==> src/rtl/fetch_stage.sv <==
// fetch_stage: generates the fetch PC, drives a 1-cycle-latency instruction
// memory and presents {pc_r, inst_r, valid_r} to the register-read stage.
// A one-entry hold buffer keeps the instruction stable across load-use stalls.
// A redirect from execute squashes the instruction currently shown to R.
module fetch_stage #(
  parameter logic [31:0] RESET_PC = 32'h4000_0000,
  parameter logic [31:0] NOP_INST = 32'h0000_0013
) (
  input  logic        clk,
  input  logic        rst_n,
  input  logic        keep,
  input  logic        redirect,
  input  logic [31:0] redirect_pc,
  output logic        imem_en,
  output logic [31:0] imem_addr,
  input  logic [31:0] imem_rdata,
  output logic [31:0] pc_r,
  output logic [31:0] inst_r,
  output logic        valid_r
);

  typedef enum logic [1:0] {BOOT, RUN, HOLD} state_t;

  state_t      state, state_nx;
  logic [31:0] pc_f, pc_nx;
  logic [31:0] hold_inst, hold_nx;
  logic [31:0] pc_inc;
  logic [31:0] target;
  logic        en_c;

  assign pc_inc = pc_f + 32'd4;
  // Low address bits of a redirect target are forced to zero (word aligned).
  assign target = redirect_pc & ~32'd3;
  // Memory is never enabled while reset is held, even though state reads BOOT.
  assign imem_en = en_c & rst_n;

  // State, fetch PC and hold buffer registers.
  always_ff @(posedge clk or negedge rst_n) begin
    if (!rst_n) begin
      state     <= BOOT;
      pc_f      <= RESET_PC;
      hold_inst <= NOP_INST;
    end else begin
      state     <= state_nx;
      pc_f      <= pc_nx;
      hold_inst <= hold_nx;
    end
  end

  // Next-state and fetch request; redirect overrides everything including keep.
  always_comb begin
    state_nx  = state;
    pc_nx     = pc_f;
    hold_nx   = hold_inst;
    en_c      = 1'b0;
    imem_addr = pc_inc;
    if (redirect) begin
      en_c      = 1'b1;
      imem_addr = target;
      pc_nx     = target;
      state_nx  = RUN;
    end else begin
      case (state)
        BOOT: begin
          en_c      = 1'b1;
          imem_addr = RESET_PC;
          pc_nx     = RESET_PC;
          state_nx  = RUN;
        end
        RUN: begin
          if (keep) begin
            hold_nx  = imem_rdata;
            state_nx = HOLD;
          end else begin
            en_c  = 1'b1;
            pc_nx = pc_inc;
          end
        end
        HOLD: begin
          if (!keep) begin
            en_c     = 1'b1;
            pc_nx    = pc_inc;
            state_nx = RUN;
          end
        end
        default: state_nx = BOOT;
      endcase
    end
  end

  // Outputs to R; only redirect reaches valid_r/inst_r combinationally.
  always_comb begin
    pc_r    = pc_f;
    valid_r = 1'b0;
    inst_r  = NOP_INST;
    case (state)
      RUN: begin
        valid_r = 1'b1;
        inst_r  = imem_rdata;
      end
      HOLD: begin
        valid_r = 1'b1;
        inst_r  = hold_inst;
      end
      default: begin
        valid_r = 1'b0;
        inst_r  = NOP_INST;
      end
    endcase
    if (redirect) begin
      valid_r = 1'b0;
      inst_r  = NOP_INST;
    end
  end

endmodule

==> config.mk <==
export PLATFORM = sky130hd
export DESIGN_NAME = fetch_stage
export DESIGN_NICKNAME = d
export VERILOG_FILES = /design/src/rtl/fetch_stage.sv
export SDC_FILE = /design/constraint.sdc
export NUM_CORES = 1
export LEC_CHECK = 0
export BUFFER_PORTS_ARGS = -buffer_cell sky130_fd_sc_hd__clkbuf_2
export CORE_AREA = 2 2 95 97
export CTS_BUF_LIST = sky130_fd_sc_hd__clkbuf_2 sky130_fd_sc_hd__clkbuf_4 sky130_fd_sc_hd__clkbuf_8
export DETAILED_ROUTE_END_ITERATION = 12
export DIE_AREA = 0 0 97 99
export HOLD_SLACK_MARGIN = 0.12
export PLACE_DENSITY = 0.82
export REMOVE_ABC_BUFFERS = 1
export SLEW_MARGIN = 20
export SYNTH_ARGS = -nofsm -noshare
export SYNTH_HDL_FRONTEND = slang
export SYNTH_SLANG_ARGS = --single-unit
==> constraint.sdc <==
create_clock -name clk -period 2.3 [get_ports clk]
set_input_delay 0.115 -clock clk [delete_from_list [all_inputs] [get_ports clk]]
set_output_delay 0.115 -clock clk [all_outputs]
set_load 0.01 [all_outputs]
## Word-level counts from Yosys, hierarchy flattened

Cells that the tools add are included.

| storage, ports and cells | value |
|---|---|
| register bits after elaboration | 66 |
| latch bits | 0 |
| RAM bits | 0 |
| bits in read-only memories | 0 |
| bits of input ports | 68 |
| output and inout port bits | 98 |
| word-level logic and storage cells | 33 |
| memories | 0 |

| cells by class | value |
|---|---|
| $add $sub $neg | 1 |
| multipliers | 0 |
| div/mod/pow operators | 0 |
| magnitude comparators | 0 |
| equality and inequality tests | 5 |
| shifts and indexed selects | 0 |
| muxes and demuxes | 16 |
| bitwise logic cells | 2 |
| reduce and logical (&&, ||, !) cells | 6 |

Operators by type and width:

| operator | number |
|---|---|
| 2-to-1 mux 32 bit | 5 |
| case mux 32 bit (2 select lines) | 2 |
| adder 32 x 3 -> 32 bit (second input constant) | 1 |
| 2-to-1 mux 2 bit | 3 |
| inequality test 3 bit (second input constant) | 2 |
| case mux 2 bit (3 select lines) | 1 |
| 2-to-1 mux 1 bit | 4 |
| AND reduction 2 bit | 2 |
| inequality test 3 x 2 -> 1 bit (second input constant) | 1 |
| AND reduction 3 bit | 1 |
| nonzero test 3 bit | 1 |
| equality test 2 x 1 -> 1 bit (second input constant) | 1 |
| equality test 2 bit (second input constant) | 1 |
| logical NOT 2 bit | 1 |
| case mux 1 bit (2 select lines) | 1 |
| OR reduction 2 bit | 1 |
| AND 1 bit | 1 |
| inverter 1 bit | 1 |

## Logic depth before layout (Yosys ltp)

Gate-level depths: netlist of run 1.

| depth | value |
|---|---|
| word-level depth | 5 |
| mapped depth | 9 |
| mapped depth without buffers | 8 |

## Worst setup path after synthesis of run 1

Ideal clock, no wire load.

| timing path | value |
|---|---|
| kind | register -> register |
| start | register state[0] |
| end | register pc_f[21] (netlist: pc_r[21]) |
| setup time | 0.116 ns |
| arrival | 1.933 ns |
| data required time | 2.184 ns |
| slack | 0.252 ns |
| cell stages (with the launch flop) | 8 |
| path buffers | 1 |
| cell sequence | dfrtp_1 -> inv_1 -> ha_1 -> and2b_2 -> a211oi_1 -> clkbuf_1 -> o21ai_0 -> o311ai_0 |

| on the way | value |
|---|---|
| word-level cells in the longest chain between the ends | 4 |

Ends and longest elaborated chain:

| element | line | source |
|---|---|---|
| start, declared | 24 | `state_t state, state_nx;` |
| start signal, assigned | 44 | `state <= state_nx;` |
| equality test 2 bit / equality test 2 x 1 -> 1 bit (equally long branches) | 63 | `case (state)` |
| OR reduction 2 bit (no source line) | - |  |
| case mux 32 bit (2 select lines) (tied with other cells) | 63 |  |
| 2-to-1 mux 32 bit / AND reduction 2 bit (equally long branches) | - |  |
| end signal, assigned | 45 | `pc_f <= pc_nx;` |
| end, declared | 25 | `logic [31:0] pc_f, pc_nx;` |

Parallel ways exist; a longest one is shown, timed or not.
A chain may end at the register's enable or synchronous reset.

## Worst setup path in the final report of run 1

| timing path | value |
|---|---|
| start | register pc_f[10] (netlist: pc_r[10]) |
| end | output port imem_addr[26] |

| on the way | value |
|---|---|
| word-level cells in the longest chain between the ends | 3 |

Ends and longest elaborated chain:

| element | line | source |
|---|---|---|
| adder 32 x 3 -> 32 bit | 31 | `assign pc_inc = pc_f + 32'd4;` |
| 2-to-1 mux 32 bit | 63 |  |
| 2-to-1 mux 32 bit | 57 | `if (redirect) begin` |
| end, declared | 15 | `output logic [31:0] imem_addr,` |

No other way between the ends.

==> flow_metrics.py, run 1 <==
metrics = {
    "yosys": {
        "yosys.area_share.simple_pct": 18.0,
        "ys_types": 62,
        "ys_warn_count": 0,
        "synth_compound_area_share_pct": 22.2,
        "ys_async_sr_fraction_pct": 100,
        "synth_top_family_by_area": "compound AO/OA/AOI/OAI gates",
        "seq_area_frac_synth_pct": 37.6,
        "synthFlopType": "dfrtp_1",
        "synth-xor-area-share_pct": 5.74,
        "synth_area_sq_um": 4270,
        "synth-seq-cells": 64,
        "synth.area.mux_share_pct": 9.37,
        "synth-edff-count": 0,
        "yosys.area_share.adder_pct": 1.46,
        "postSynthCellCount": 475,
        "avgSynthCellArea_sq_um": 9.00,
    },
    "grt": {
        "antenna_found_initial": 0,
        "grt_pass1_wl_um": 21800,
        "grt_pass1_vias": 4459,
        "overflow": 0,
        "grtUsageTotal_pct": 27.1,
        "grt_max_degree": 66,
    },
    "drt": {
        "vias": 4646,
        "firstDrtPassIters": 4,
        "first_iter_violations": 213,
        "wire_per_inst_um": 16.9,
        "ant_nets": 0,
        "route.detailed.drc": 0,
        "finalWirelength_um": 13700,
        "drt-vias-per-instance": 5.72,
    },
    "cts": {
        "cts_tree": "built",
        "root_buffer": "clkbuf_8",
        "htree_levels": 3,
        "cts_made_buffers": 9,
        "clkTransAtPathRegs_ps": 70,
        "clockBufferDepth": 2,
        "clock-sinks": 64,
        "clock_latency_ps": 330,
    },
    "sta": {
        "finalCritPeriodShare_pct": 101,
        "finalSetupTns_ps": -82.0,
        "maxSlewHeadroom_pct": 48.9,
        "max_freq_ghz": 0.429,
        "final-hold-violation-count": 0,
        "setup_viol": 4,
        "slew_violations": 0,
        "setup_ws_ps": -28.4,
        "fin_skew_ps": 14.8,
        "rsz0062_at_grt": "yes",
        "fin_crit_ps": 2330,
        "tightest_slew_ps": 766,
        "hold_ws_ps": 147,
    },
    "die": {
        "io_pins": 166,
        "num_rows": 34,
        "dieArea_sq_um": 9600,
        "dieHeight_um": 99,
        "coreArea_sq_um": 8550,
        "start_util_pct": 50.0,
        "die_width_um": 97,
    },
    "finish": {
        "insertedDiodeCount": 0,
        "fillers": 597,
        "syn2layout_area_growth_pct": 44.4,
        "fin_nets": 772,
        "layout.cells.non_filler": 812,
        "drive_gt1_share_pct": 40.8,
        "ff_latch_area_sq_um": 1620,
        "multiInputGateArea_sq_um": 2510,
    },
    "critical_path": {
        "cp.required_ps": 2180,
        "worstSetupEndpointType": "output pin",
        "path_class": "register to output pin",
        "cp_max_fo": 6,
        "cp_data_arrival_time_ps": 2210,
        "reg2reg_depth": 7,
        "start_kind": "register",
    },
    "power_and_ir_drop": {
        "p_per_area_nw_per_um2": 774,
        "ir_drop_mv": 0.486,
        "power_mw": 4.77,
        "leakagePower_nw": 2.89,
    },
    "outcome": {
        "status": "finished with violations",
        "violations": "setup timing",
    },
    "hold_path": {
        "hold_path_class": "input port to register",
        "whs_path_depth": 3,
    },
    "flow_run": {
        "cap_violations": 0,
    },
    "placed_design": {
        "portBuffers": 159,
        "dpl.cell_count": 720,
        "gp_congestion": 0.882,
        "dp_slack_ps": 155,
        "dpl.hpwl_um": 8140,
    },
}
-- Yosys cell counts, types with 3 or more instances --
cell type | count | area [sq um]
o311ai_0 | 11 | 96.3
a221o_1 | 3 | 30.0
inv_1 | 8 | 30.0
nand2_1 | 51 | 191
buf_4 | 4 | 30.0
clkbuf_1 | 23 | 86.3
nor2_1 | 54 | 203
nand4_1 | 4 | 25.0
xnor2_1 | 16 | 140
nor3_1 | 3 | 15.0
o21ai_0 | 46 | 230
ha_1 | 5 | 62.6
buf_6 | 4 | 45.0
o211a_1 | 3 | 30.0
xor2_1 | 12 | 105
dfstp_2 | 4 | 105
mux2i_1 | 4 | 40.0
nand3_1 | 12 | 60.1
a22oi_1 | 29 | 218
and3_1 | 7 | 43.8
buf_1 | 5 | 18.8
buf_2 | 3 | 15.0
mux2_2 | 31 | 349
a21oi_1 | 12 | 60.1
nand2b_1 | 3 | 18.8
dfrtp_1 | 60 | 1500
a31oi_1 | 5 | 31.3
o211ai_1 | 5 | 37.5
nor3_4 | 3 | 48.8
-- cells by family (layout without fill, tap and decap cells) --
group | count (synthesis) | in the layout
AO/OA/AOI/OAI | 140 | 140
buffers and inverters | 48 | 274
adder cells (fa/ha/maj) | 5 | 5
XOR/XNOR | 28 | 28
multiplexers | 36 | 36
other | 1 | 4
flip-flops | 64 | 64
AND/OR/NAND/NOR | 153 | 153
-- power breakdown --
group          internal, mW  total, mW  leakage (nW)  switching, mW
sequential             1.47       1.77         0.743          0.302
clock                 0.636       1.09         0.110          0.455
combinational         0.888       1.91          2.04           1.02
-- sequential cells by signal, indices dropped and copies added (netlist names) --
register	cells
hold_inst	32
pc_r	30
state	2
-- cell type report --
type	count	area share, %
Clock inverter	5	1.32
Multi-Input combinational cell	366	40.7
Tap cell	108	2.19
Timing Repair Buffer	250	26.8
Inverter	8	0.487
Sequential cell	64	26.3
Clock buffer	11	2.25
-- cell usage in the layout (no fill, tap or decap), types with 5 or more instances in the layout --
cell           instances
xor2_1                12
nand3_1               10
buf_2                  6
dfrtp_2               13
o21ai_0               45
clkbuf_8               9
nand2_1               51
ha_1                   5
a21oi_1               12
inv_1                  8
nor2_1                51
dfrtp_1               47
xnor2_1               16
and3_1                 5
o311ai_0              11
a22oi_1               29
dlygate4sd3_1         55
a31oi_1                5
o211ai_1               5
mux2_2                31
buf_4                 32
clkbuf_2             153
-- path summary, 6_finish.rpt --
kind                            startpoint            end  slack [ps]
max in group asynchronous            rst_n   hold_inst[1]        1240
hold reg to reg              hold_inst[16]  hold_inst[16]         510
setup / recovery                  pc_r[10]  imem_addr[26]         -30
setup reg to reg                  state[0]       pc_r[18]         170
min in group asynchronous            rst_n       pc_r[29]         270
hold / removal             redirect_pc[30]       pc_r[30]         150
-- critical path: stages, from the launching register on --
cell     delay, ps
dfrtp_2        410
nand4_1        220
buf_4          210
or3_4          410
nor3_4         250
xnor2_1        150
o21ai_1         80
buf_2          140
-- metal layers --
layer	GRT usage (%)	routed length (um)	vias up
met3	5.11	1140	31
met2	47.5	6890	242
met4	8.45	233	0
met1	34.1	5470	2212
li1	-	-	2161
met5	0	0	-
-- stage by stage --
stage	util, %	area (sq um)
6_report	72.2	6170
4_1_cts	70.3	6010
5_1_grt	72.2	6170
3_3_place_gp	60.2	5150
2_1_floorplan	-	4080
3_5_place_dp	60.2	5150
-- repair_timing --
item	in CTS	in global routing
pin swaps	5	8
resized for setup	14	22
hold endpoints to repair	71	0
setup buffers	7	14
setup endpoints to repair	7	29
hold buffers	55	0
Power figures use the tool's default switching activity.
==> run 2: changes to the inputs <==
==> constraint.sdc (replaced) <==
create_clock -name clk -period 2.3 [get_ports clk]
set_input_delay 0.23 -clock clk [delete_from_list [all_inputs] [get_ports clk]]
set_output_delay 0.23 -clock clk [all_outputs]
set_load 0.01 [all_outputs]
==> flow_metrics.py, run 2 (same netlist as run 1, synthesis figures left out) <==
metrics = {
    "cts": {
        "root_buffer": "clkbuf_8",
        "clock-sinks": 64,
        "clkTransAtPathRegs_ps": 80,
        "clock_latency_ps": 340,
        "cts_made_buffers": 9,
        "htree_levels": 3,
        "clockBufferDepth": 2,
        "cts_tree": "built",
    },
    "die": {
        "dieArea_sq_um": 9600,
        "num_rows": 34,
        "coreArea_sq_um": 8550,
        "start_util_pct": 50.0,
        "die_width_um": 97,
        "io_pins": 166,
        "dieHeight_um": 99,
    },
    "drt": {
        "drt-vias-per-instance": 5.81,
        "finalWirelength_um": 12500,
        "ant_nets": 0,
        "vias": 4458,
        "first_iter_violations": 229,
        "firstDrtPassIters": 5,
        "wire_per_inst_um": 16.3,
        "route.detailed.drc": 0,
    },
    "finish": {
        "layout_commonest_cell": "clkbuf_2",
        "drive_gt1_share_pct": 44.3,
        "layout.cells.non_filler": 767,
        "fillers": 704,
        "max_flop_register": "hold_inst",
        "fin_nets": 727,
        "syn2layout_area_growth_pct": 32.7,
        "mostFrequentLayoutCells": "clkbuf_2, dfrtp_1, nor2_1",
        "insertedDiodeCount": 0,
        "largest_register_ffs": 32,
    },
    "sta": {
        "finalCritPeriodShare_pct": 101,
        "fin_skew_ps": 23.2,
        "setup_viol": 4,
        "fin_crit_ps": 2330,
        "setup_ws_ps": -33.4,
        "hold_ws_ps": 115,
        "final-hold-violation-count": 0,
        "tightest_slew_ps": 847,
        "rsz0062_at_grt": "yes",
        "slew_violations": 0,
        "maxSlewHeadroom_pct": 43.5,
        "max_freq_ghz": 0.429,
    },
    "grt": {
        "grt_max_degree": 66,
        "grt_pass1_wl_um": 20300,
        "overflow": 0,
        "antenna_found_initial": 0,
        "grt_pass1_vias": 4180,
        "grtUsageTotal_pct": 25.5,
    },
    "critical_path": {
        "critPathSlowestCell": "or3_4",
        "cp_data_arrival_time_ps": 2100,
        "cp_top_family": "simple AND/OR/NAND/NOR gates",
        "cp.required_ps": 2070,
        "critPathMaxStageDelay_ps": 480,
        "worstSetupEndpointType": "output pin",
        "cp_max_fo": 6,
        "crit_path_cell_trace": "nand4_1 -> or3_4 -> buf_4 -> nor3_4 -> xnor2_1 -> o21ai_1 -> clkbuf_2",
        "cp_num_buf_inv": 2,
        "path_class": "register to output pin",
        "start_kind": "register",
    },
    "outcome": {
        "status": "finished with violations",
        "violations": "setup timing",
    },
    "hold_path": {
        "hold_path_class": "input port to asynchronous set/reset pin",
    },
    "power_and_ir_drop": {
        "leakagePower_nw": 2.70,
        "power_mw": 4.56,
        "p_per_area_nw_per_um2": 803,
        "ir_drop_mv": 0.455,
    },
    "placed_design": {
        "gp_congestion": 0.883,
        "dpl.cell_count": 728,
        "dpl.hpwl_um": 8360,
        "portBuffers": 159,
        "dp_slack_ps": 95.2,
    },
    "flow_run": {
        "cap_violations": 0,
    },
}
==> run 2: changes by cell type in the layout (fill, tap and decap cells not counted), sizes merged <==
cell	before	now
buf	42	52
bufinv	2	1
clkbuf	164	161
clkinv	2	3
clkinvlp	1	2
dlygate4sd3	55	2
==> run 2: final timing paths <==
check | from | depth (start not counted) | endpoint | slack, ps
setup reg to reg | pc_r[12] | 9 | pc_r[31] | 140
hold / removal | rst_n | 2 | pc_r[12] | 110
min in group clk | redirect_pc[24] | 3 | pc_r[24] | 130
max in group asynchronous | rst_n | 2 | pc_r[19] | 1580
setup / recovery | pc_r[12] | 7 | imem_addr[26] | -30
hold reg to reg | hold_inst[10] | 1 | hold_inst[10] | 510
==> run 2: stage by stage <==
stage / area [sq um] / util [%] / setup TNS [ps]
final: 5670 / 66.3 / -77.6
after global routing: 5670 / 66.3 / -1010
after CTS: 5580 / 65.2 / -65.7
after detailed placement: 5210 / 60.9 / 0
after global placement: 5210 / 60.9 / 0
after floorplan: 4080 / - / -15510
==> run 2: layout make-up <==
| class | instances | area (sq um) | area share (%) |
|---|---|---|---|
| clock buffer | 10 | 131 | 2.32 |
| clock inverter | 6 | 60.1 | 1.06 |
| inverter | 8 | 30.0 | 0.529 |
| multi-input combinational | 366 | 2530 | 44.6 |
| sequential | 64 | 1620 | 28.5 |
| tap | 108 | 135 | 2.38 |
| timing repair buffer | 205 | 1170 | 20.6 |
==> run 2: per-layer routing <==
layer,vias to the layer above,wire (um),track usage (%)
li1,2076,-,-
met1,2151,5100,31.7
met2,217,6090,43.6
met3,14,1140,6.24
met4,0,153,8.67
met5,-,0,0
==> run 2: where the power goes <==
part | total [mW] | internal, mW | switching (mW) | leakage [nW]
Combinational | 1.86 | 0.845 | 1.01 | 1.85
Clock | 0.965 | 0.507 | 0.458 | 0.0955
Sequential | 1.73 | 1.47 | 0.266 | 0.750
==> run 2: timing repair <==
item | CTS | global route
buffers inserted | 16 | 5
gates resized for setup | 15 | 23
setup endpoints to repair | 15 | 23
pin swaps | 12 | 8
endpoints found under the hold margin | 2 | 0
hold buffers | 2 | 0
